--- config.mk ---
export PLATFORM = sky130hd
export DESIGN_NAME = ift_taint_monitor
export DESIGN_NICKNAME = d
export VERILOG_FILES = /design/src/rtl/ift_mon_pkg.sv /design/src/rtl/ift_mon_fifo.sv /design/src/rtl/ift_taint_monitor.sv
export SDC_FILE = /design/constraint.sdc
export NUM_CORES = 1
export LEC_CHECK = 0
export ABC_AREA = 1
export CAP_MARGIN = 20
export CORE_MARGIN = 5
export CORE_UTILIZATION = 29
export CTS_CLUSTER_SIZE = 12
export DETAILED_ROUTE_END_ITERATION = 10
export DONT_BUFFER_PORTS = 1
export HOLD_SLACK_MARGIN = 0.1
export SLEW_MARGIN = 20
export SYNTH_ARGS = -nofsm -noshare
export SYNTH_HDL_FRONTEND = slang
export SYNTH_SLANG_ARGS = --single-unit
--- constraint.sdc ---
create_clock -name clk -period 7.9 [get_ports clk]
set_clock_uncertainty 0.05 [all_clocks]
set_input_delay 1.58 -clock clk [delete_from_list [all_inputs] [get_ports clk]]
set_output_delay 1.58 -clock clk [all_outputs]
set_load 0.1 [all_outputs]
--- src/rtl/ift_mon_pkg.sv ---
// ift_mon_pkg: shared types and helpers for the taint monitor.
package ift_mon_pkg;
  typedef enum logic [1:0] {EV_SET = 2'd0, EV_CLR = 2'd1, EV_CHG = 2'd2, EV_DAT = 2'd3} ev_type_e;
  typedef enum logic [1:0] {IDLE = 2'd0, BASE = 2'd1, RUN = 2'd2} mon_state_e;
  function automatic int rec_w(int dw, int tw, int tsw);
    return 2 + tsw + tw + dw;
  endfunction
  function automatic logic [31:0] sat_inc(logic [31:0] v, int w);
    return (v == (32'(1) << w) - 32'(1)) ? v : v + 32'(1);
  endfunction
endpackage

--- src/rtl/ift_mon_fifo.sv ---
// ift_mon_fifo: synchronous FIFO, pointers carry an extra wrap bit to tell full from empty.
module ift_mon_fifo #(
  parameter int W = 8,
  parameter int DEPTH = 8
) (
  input  logic         clk,
  input  logic         rst_n,
  input  logic         clear,
  input  logic         wr,
  input  logic         rd,
  input  logic [W-1:0] wdata,
  output logic [W-1:0] rdata,
  output logic         full,
  output logic         empty
);
  localparam int AW = $clog2(DEPTH);
  logic [AW:0] wp, rp;
  logic [W-1:0] mem [DEPTH];
  logic do_rd, do_wr;
  assign empty = wp == rp;
  assign full = (wp[AW] != rp[AW]) && (wp[AW-1:0] == rp[AW-1:0]);
  assign do_rd = rd && !empty;
  assign do_wr = wr && (!full || do_rd);
  assign rdata = empty ? '0 : mem[rp[AW-1:0]];
  always_ff @(posedge clk or negedge rst_n) begin
    if (!rst_n) begin
      wp <= '0;
      rp <= '0;
    end else if (clear) begin
      wp <= '0;
      rp <= '0;
    end else begin
      wp <= wp + (AW+1)'(do_wr);
      rp <= rp + (AW+1)'(do_rd);
    end
  end
  always_ff @(posedge clk) begin
    if (do_wr && !clear) mem[wp[AW-1:0]] <= wdata;
  end
endmodule

--- src/rtl/ift_taint_monitor.sv ---
// ift_taint_monitor: classifies taint events on an IFT cell output and logs them with timestamps.
// Optional label filtering is enabled by defining IFT_MON_FILTER_EN.
module ift_taint_monitor import ift_mon_pkg::*; #(
  parameter int DW = 2,
  parameter int TW = 32,
  parameter int TSW = 16,
  parameter int DEPTH = 8,
  parameter int CW = 8
) (
  input  logic           clk,
  input  logic           rst_n,
  input  logic           start,
  input  logic           stop,
  input  logic           clear,
  input  logic [DW-1:0]  q_in,
  input  logic [TW-1:0]  q_t_in,
`ifdef IFT_MON_FILTER_EN
  input  logic [TW-1:0]  lbl_mask,
`endif
  output logic           ev_valid,
  input  logic           ev_ready,
  output logic [1:0]     ev_type,
  output logic [TSW-1:0] ev_ts,
  output logic [TW-1:0]  ev_taint,
  output logic [DW-1:0]  ev_data,
  output logic [CW-1:0]  cnt_set,
  output logic [CW-1:0]  cnt_clr,
  output logic [CW-1:0]  cnt_chg,
  output logic [CW-1:0]  cnt_dat,
  output logic [CW-1:0]  cnt_drop,
  output logic           overflow,
  output logic           busy
);
  localparam int RW = rec_w(DW, TW, TSW);
  mon_state_e state, state_nx;
  logic [TW-1:0] t_in, cur_t, prev_t;
  logic [DW-1:0] cur_d, prev_d;
  logic [TSW-1:0] ts;
  logic det, push_v, accept, full, empty;
  ev_type_e det_type, push_type;
  logic [RW-1:0] push_rec, head;
`ifdef IFT_MON_FILTER_EN
  assign t_in = q_t_in & lbl_mask;
`else
  assign t_in = q_t_in;
`endif
  always_comb begin
    state_nx = state;
    if (stop) state_nx = IDLE;
    else if (state == IDLE) state_nx = start ? BASE : IDLE;
    else if (state == BASE) state_nx = RUN;
  end
  assign busy = state != IDLE;
  assign det_type = ~|prev_t ? EV_SET : ~|cur_t ? EV_CLR : (cur_t != prev_t) ? EV_CHG : EV_DAT;
  assign det = (state == RUN) && (|prev_t || |cur_t) && (cur_t != prev_t || cur_d != prev_d);
  assign push_type = ev_type_e'(push_rec[RW-1 -: 2]);
  // A full FIFO still takes the record when the consumer pops in the same cycle.
  assign accept = push_v && !clear && (!full || (ev_ready && !empty));
  always_ff @(posedge clk or negedge rst_n) begin
    if (!rst_n) begin
      state <= IDLE;
      cur_t <= '0;
      cur_d <= '0;
      prev_t <= '0;
      prev_d <= '0;
      ts <= '0;
      push_v <= 1'b0;
      push_rec <= '0;
      cnt_set <= '0;
      cnt_clr <= '0;
      cnt_chg <= '0;
      cnt_dat <= '0;
      cnt_drop <= '0;
      overflow <= 1'b0;
    end else begin
      state <= state_nx;
      cur_t <= t_in;
      cur_d <= q_in;
      prev_t <= cur_t;
      prev_d <= cur_d;
      push_rec <= {det_type, ts, cur_t, cur_d};
      if (clear) begin
        ts <= '0;
        push_v <= 1'b0;
        cnt_set <= '0;
        cnt_clr <= '0;
        cnt_chg <= '0;
        cnt_dat <= '0;
        cnt_drop <= '0;
        overflow <= 1'b0;
      end else begin
        if (state != IDLE) ts <= ts + 1'b1;
        push_v <= det;
        if (push_v) begin
          cnt_set <= (push_type == EV_SET) ? CW'(sat_inc(32'(cnt_set), CW)) : cnt_set;
          cnt_clr <= (push_type == EV_CLR) ? CW'(sat_inc(32'(cnt_clr), CW)) : cnt_clr;
          cnt_chg <= (push_type == EV_CHG) ? CW'(sat_inc(32'(cnt_chg), CW)) : cnt_chg;
          cnt_dat <= (push_type == EV_DAT) ? CW'(sat_inc(32'(cnt_dat), CW)) : cnt_dat;
          if (!accept) begin
            cnt_drop <= CW'(sat_inc(32'(cnt_drop), CW));
            overflow <= 1'b1;
          end
        end
      end
    end
  end
  ift_mon_fifo #(.W(RW), .DEPTH(DEPTH)) u_fifo (
    .clk(clk),
    .rst_n(rst_n),
    .clear(clear),
    .wr(accept),
    .rd(ev_ready),
    .wdata(push_rec),
    .rdata(head),
    .full(full),
    .empty(empty)
  );
  assign ev_valid = !empty;
  assign {ev_type, ev_ts, ev_taint, ev_data} = head;
endmodule

==> reports/summary.txt <==
OUTCOME
-------------------------------------------------------------------------------
Result of the run ................................................    completed

PWR
-------------------------------------------------------------------------------
Sw Share .........................................................        0.231
Leakage power summed over all cells ..............................   0.00959 µW
Cell-internal power ..............................................      5000 µW
VDD IR-drop max ..................................................   0.000173 V
Switching pwr ....................................................      1500 µW
Fraction of power consumed by the clock network ..................        0.434
Share of total power in sequential cells .........................        0.511
Proportion of power drawn by combinational gates .................        0.055
Power Dens Cells .................................................   244 nW/µm²

LOGIC SYNTHESIS
-------------------------------------------------------------------------------
Post-synth net total .............................................        2,055
Simple logic cell fraction of the synthesized area ...............        0.138
Adder-Cell Fraction of Synth Area ................................      0.00546
Synthesized area per cell ........................................     11.4 µm²
Complex-gate fraction of the synthesized area ....................       0.0950
Xor and xnor area share after synthesis ..........................       0.0111
Register bit count reported by yosys .............................          570
Post-synthesis cell count ........................................        2,005
Register area share after synthesis ..............................        0.713
Synth warnings ...................................................            0
Largest family of logic cells by synthesized area ................ simple AND/OR/NAND/NOR gates
Mux cell area share after synthesis ..............................            0
Post-synth ARST share ............................................        0.270
Commonest register cell after synthesis .......................... sky130_fd_sc_hd__edfxtp_1
EDFF count, synth ................................................          416
Unique cell type count in the Yosys netlist ......................           38
Cell area after synthesis ........................................   22,900 µm²

GLOBAL ROUTE
-------------------------------------------------------------------------------
Vias in the first global route ...................................       14,508
First-pass GRT wire length .......................................    87,000 µm
Remaining Overflow, GRT ..........................................            0
Overall fraction of global-route tracks in use ...................        0.130
Initial antenna violation count ..................................           14
Maximum number of pins on one net before global-route repair .....          155

FLOW RUN
-------------------------------------------------------------------------------
Max-Cap Viols ....................................................            0

TIMING
-------------------------------------------------------------------------------
Final critical delay including setup and external delays .........      5.98 ns
Worst hold slack across all endpoints ............................     0.325 ns
Final Slew Violations ............................................            0
Setup TNS Final ..................................................         0 ns
Number of endpoints with negative hold slack in the final report .            0
Post-route clock period utilization ..............................        0.757
Transition time at the pin with the least slew margin ............      1.14 ns
RSZ-0062 raised after global routing .............................        false
Slew HR ..........................................................        0.242
F_max ............................................................      167 MHz
Setup-failing EPs final ..........................................            0

CLOCK TREE
-------------------------------------------------------------------------------
Total of hold buffers inserted after clock tree synthesis ........            0
Resize count post-CTS ............................................            0
# Post-CTS Setup Buffers .........................................            0
Root cell of the clock tree ...................................... sky130_fd_sc_hd__clkbuf_16
Number of CTS-inserted buffers ...................................           60
H-tree Lvls ......................................................            2
Clock tree from TritonCTS ........................................          yes
Clk Latency, worst-skew pair .....................................      0.62 ns
Number of clock sinks ............................................          570
Reg clk slew, reported paths .....................................      0.06 ns
Buffer depth of the longest clock path ...........................            3

FINISH
-------------------------------------------------------------------------------
Count of nets after finishing ....................................        2,093
Area growth from synthesis to layout .............................        16.4%
Ratio of cells with drive above 1 in the final layout ............        0.112

DIE
-------------------------------------------------------------------------------
Die boundary height ..............................................       291 µm
DIE AREA .........................................................   84,800 µm²
Placement row count ..............................................          103
Placeable Area ...................................................   78,700 µm²
Initial core utilization .........................................        0.291
Horizontal die dimension .........................................       291 µm
Boundary Pins ....................................................          135

PLACED DESIGN
-------------------------------------------------------------------------------
Post-detail-place hpwl ...........................................    32,500 µm
Port Buffers .....................................................            0
GP Congestion ....................................................        0.746

WORST SETUP PATH
-------------------------------------------------------------------------------
Worst setup path endpoint ........................................   ev_type[0]
Category of the most critical setup path .........................      reg2out
Worst setup startpoint ........................................... u_fifo.rp[0]
Category of the worst setup path capture point ...................   output pin
Type of element launching the critical path ......................     register
Setup slack on the worst flop-to-flop path .......................      4.76 ns
Cell count of the worst reg-to-reg path ..........................            7
Critical register-to-register path endpoint ...................... u_fifo.mem[1][12]
Required arrival time at the worst endpoint ......................      6.27 ns
Worst Path Max Fanout ............................................           90
Reg-to-reg critical path startpoint .............................. u_fifo.rp[1]
Signal arrival time at the worst endpoint ........................      4.35 ns

ROUTE
-------------------------------------------------------------------------------
Post-detailed-route DRC marker count .............................            0
Total wirelength of the detailed-routed design ...................    57,200 µm
ANT nets after route .............................................            0
Via density per instance .........................................         4.67
Iteration-0 DRC count of the detailed router .....................        1,017
DR vias ..........................................................       14,711
Routed length per placed instance ................................      18.2 µm
Router iterations before antenna repair ..........................            5

HOLD PATH
-------------------------------------------------------------------------------
Class of the worst hold path .....................................      reg2reg

-- worst max-delay path: stages, from the launching register on --
cell	delay, ns
sky130_fd_sc_hd__dfrtp_4	0.71
sky130_fd_sc_hd__buf_4	0.80
sky130_fd_sc_hd__buf_4	0.81
sky130_fd_sc_hd__nor2_1	0.11
sky130_fd_sc_hd__nor2_1	0.11
sky130_fd_sc_hd__o21ai_1	0.07
sky130_fd_sc_hd__o21ai_0	0.11
sky130_fd_sc_hd__o21ai_1	0.09
sky130_fd_sc_hd__a31oi_2	0.39
sky130_fd_sc_hd__buf_4	0.37
-- cell families after synthesis --
family	count (synthesis)
adders and majority gates	10
buffers and inverters	197
xor gates and xnor gates	29
DFF	570
AOI/OAI and AO/OA	418
and+or+nand+nor	781
-- metal layers --
layer | vias to the layer above | track usage | share of wire
met5 | - | 0 | 0.0014
li1 | 7038 | - | -
met2 | 314 | 0.223 | 0.49
met1 | 7258 | 0.168 | 0.42
met3 | 89 | 0.0274 | 0.060
met4 | 12 | 0.0369 | 0.025
-- state kept, by name, summed over array words and instances, names as in the netlist --
signal / cells
ts: 16
cnt_set: 8
push_v: 1
push_rec: 52
cur_d: 2
cnt_dat: 8
cnt_chg: 8
u_fifo.wp: 4
cnt_clr: 8
cur_t: 32
u_fifo.rp: 4
cnt_drop: 8
overflow: 1
u_fifo.mem: 416
state: 2
-- power groups by stage --
stage | sequential (µW) | combinational (µW) | clock, µW
after CTS | 3320 | 362 | 2890
final | 3320 | 357 | 2820
after floorplan | 3360 | 281 | 0
after global placement | 3380 | 356 | 0
after global routing | 3330 | 387 | 3000
after detailed placement | 3380 | 361 | 0
-- per-stage QoR --
step,area (µm²),total power (µW),util,instances,setup WS (ns)
after detailed placement,24700,3740,0.314,3031,2.57
final,26700,6500,0.339,3149,1.92
after CTS,26700,6570,0.339,3145,1.90
after global placement,24700,3730,0.314,3031,2.55
after global routing,26700,6720,0.339,3145,1.58
after floorplan,22900,3640,-,2005,1.68
-- layout make-up --
type	count	area [µm²]
diodes	4	10.0
flip-flops and latches	570	16400
inverters	100	383
repair buffers	73	548
well taps	1050	1310
fillers	7573	52100
clock inverters	13	186
multi-input cells	1238	6090
clock buffers	101	1800
-- cell usage in the layout, fill, tap and decap left out, drive strengths merged, types with 10 or more instances in the layout --
master    n
clkbuf  101
nand3    60
inv     103
edfxtp  416
ha       10
nand4    18
a21oi    16
buf      73
xnor2    22
nor2    464
nand2   206
dfrtp   154
nor3     25
o21ai   342
a31oi    52
-- synthesized netlist by cell type (2+ instances only) --
cell type	number	area share
sky130_fd_sc_hd__nor2_1	462	0.076
sky130_fd_sc_hd__edfxtp_1	416	0.55
sky130_fd_sc_hd__o21ai_0	287	0.063
sky130_fd_sc_hd__nand2_1	204	0.033
sky130_fd_sc_hd__dfrtp_1	154	0.17
sky130_fd_sc_hd__inv_1	93	0.015
sky130_fd_sc_hd__nand3_1	59	0.013
sky130_fd_sc_hd__o21ai_1	55	0.012
sky130_fd_sc_hd__a31oi_1	52	0.014
sky130_fd_sc_hd__clkbuf_1	42	0.0069
sky130_fd_sc_hd__buf_2	36	0.0079
sky130_fd_sc_hd__nor3_1	25	0.0055
sky130_fd_sc_hd__xnor2_1	22	0.0084
sky130_fd_sc_hd__nand4_1	17	0.0046
sky130_fd_sc_hd__a21oi_1	16	0.0035
sky130_fd_sc_hd__buf_4	11	0.0036
sky130_fd_sc_hd__ha_1	10	0.0055
sky130_fd_sc_hd__xor2_1	7	0.0027
sky130_fd_sc_hd__inv_2	6	0.00098
sky130_fd_sc_hd__buf_6	4	0.0020
sky130_fd_sc_hd__buf_1	3	0.00049
sky130_fd_sc_hd__o21a_1	3	0.00098
sky130_fd_sc_hd__or2_2	3	0.00082
sky130_fd_sc_hd__nand3b_1	2	0.00065
sky130_fd_sc_hd__nor3b_1	2	0.00065
sky130_fd_sc_hd__o21bai_1	2	0.00065
-- how the worst min path moves through the flow --
stage                     depth (start not counted)           end  slack [ns]  startpoint
after detailed placement                          0  push_rec[46]        0.31      ts[12]
final                                             0  push_rec[46]        0.33      ts[12]
after global placement                            0  push_rec[46]        0.31      ts[12]
after floorplan                                   0  push_rec[46]        0.30      ts[12]
after global routing                              0  push_rec[46]        0.34      ts[12]
after CTS                                         0  push_rec[46]        0.33      ts[12]
Power figures use the tool's default switching activity.
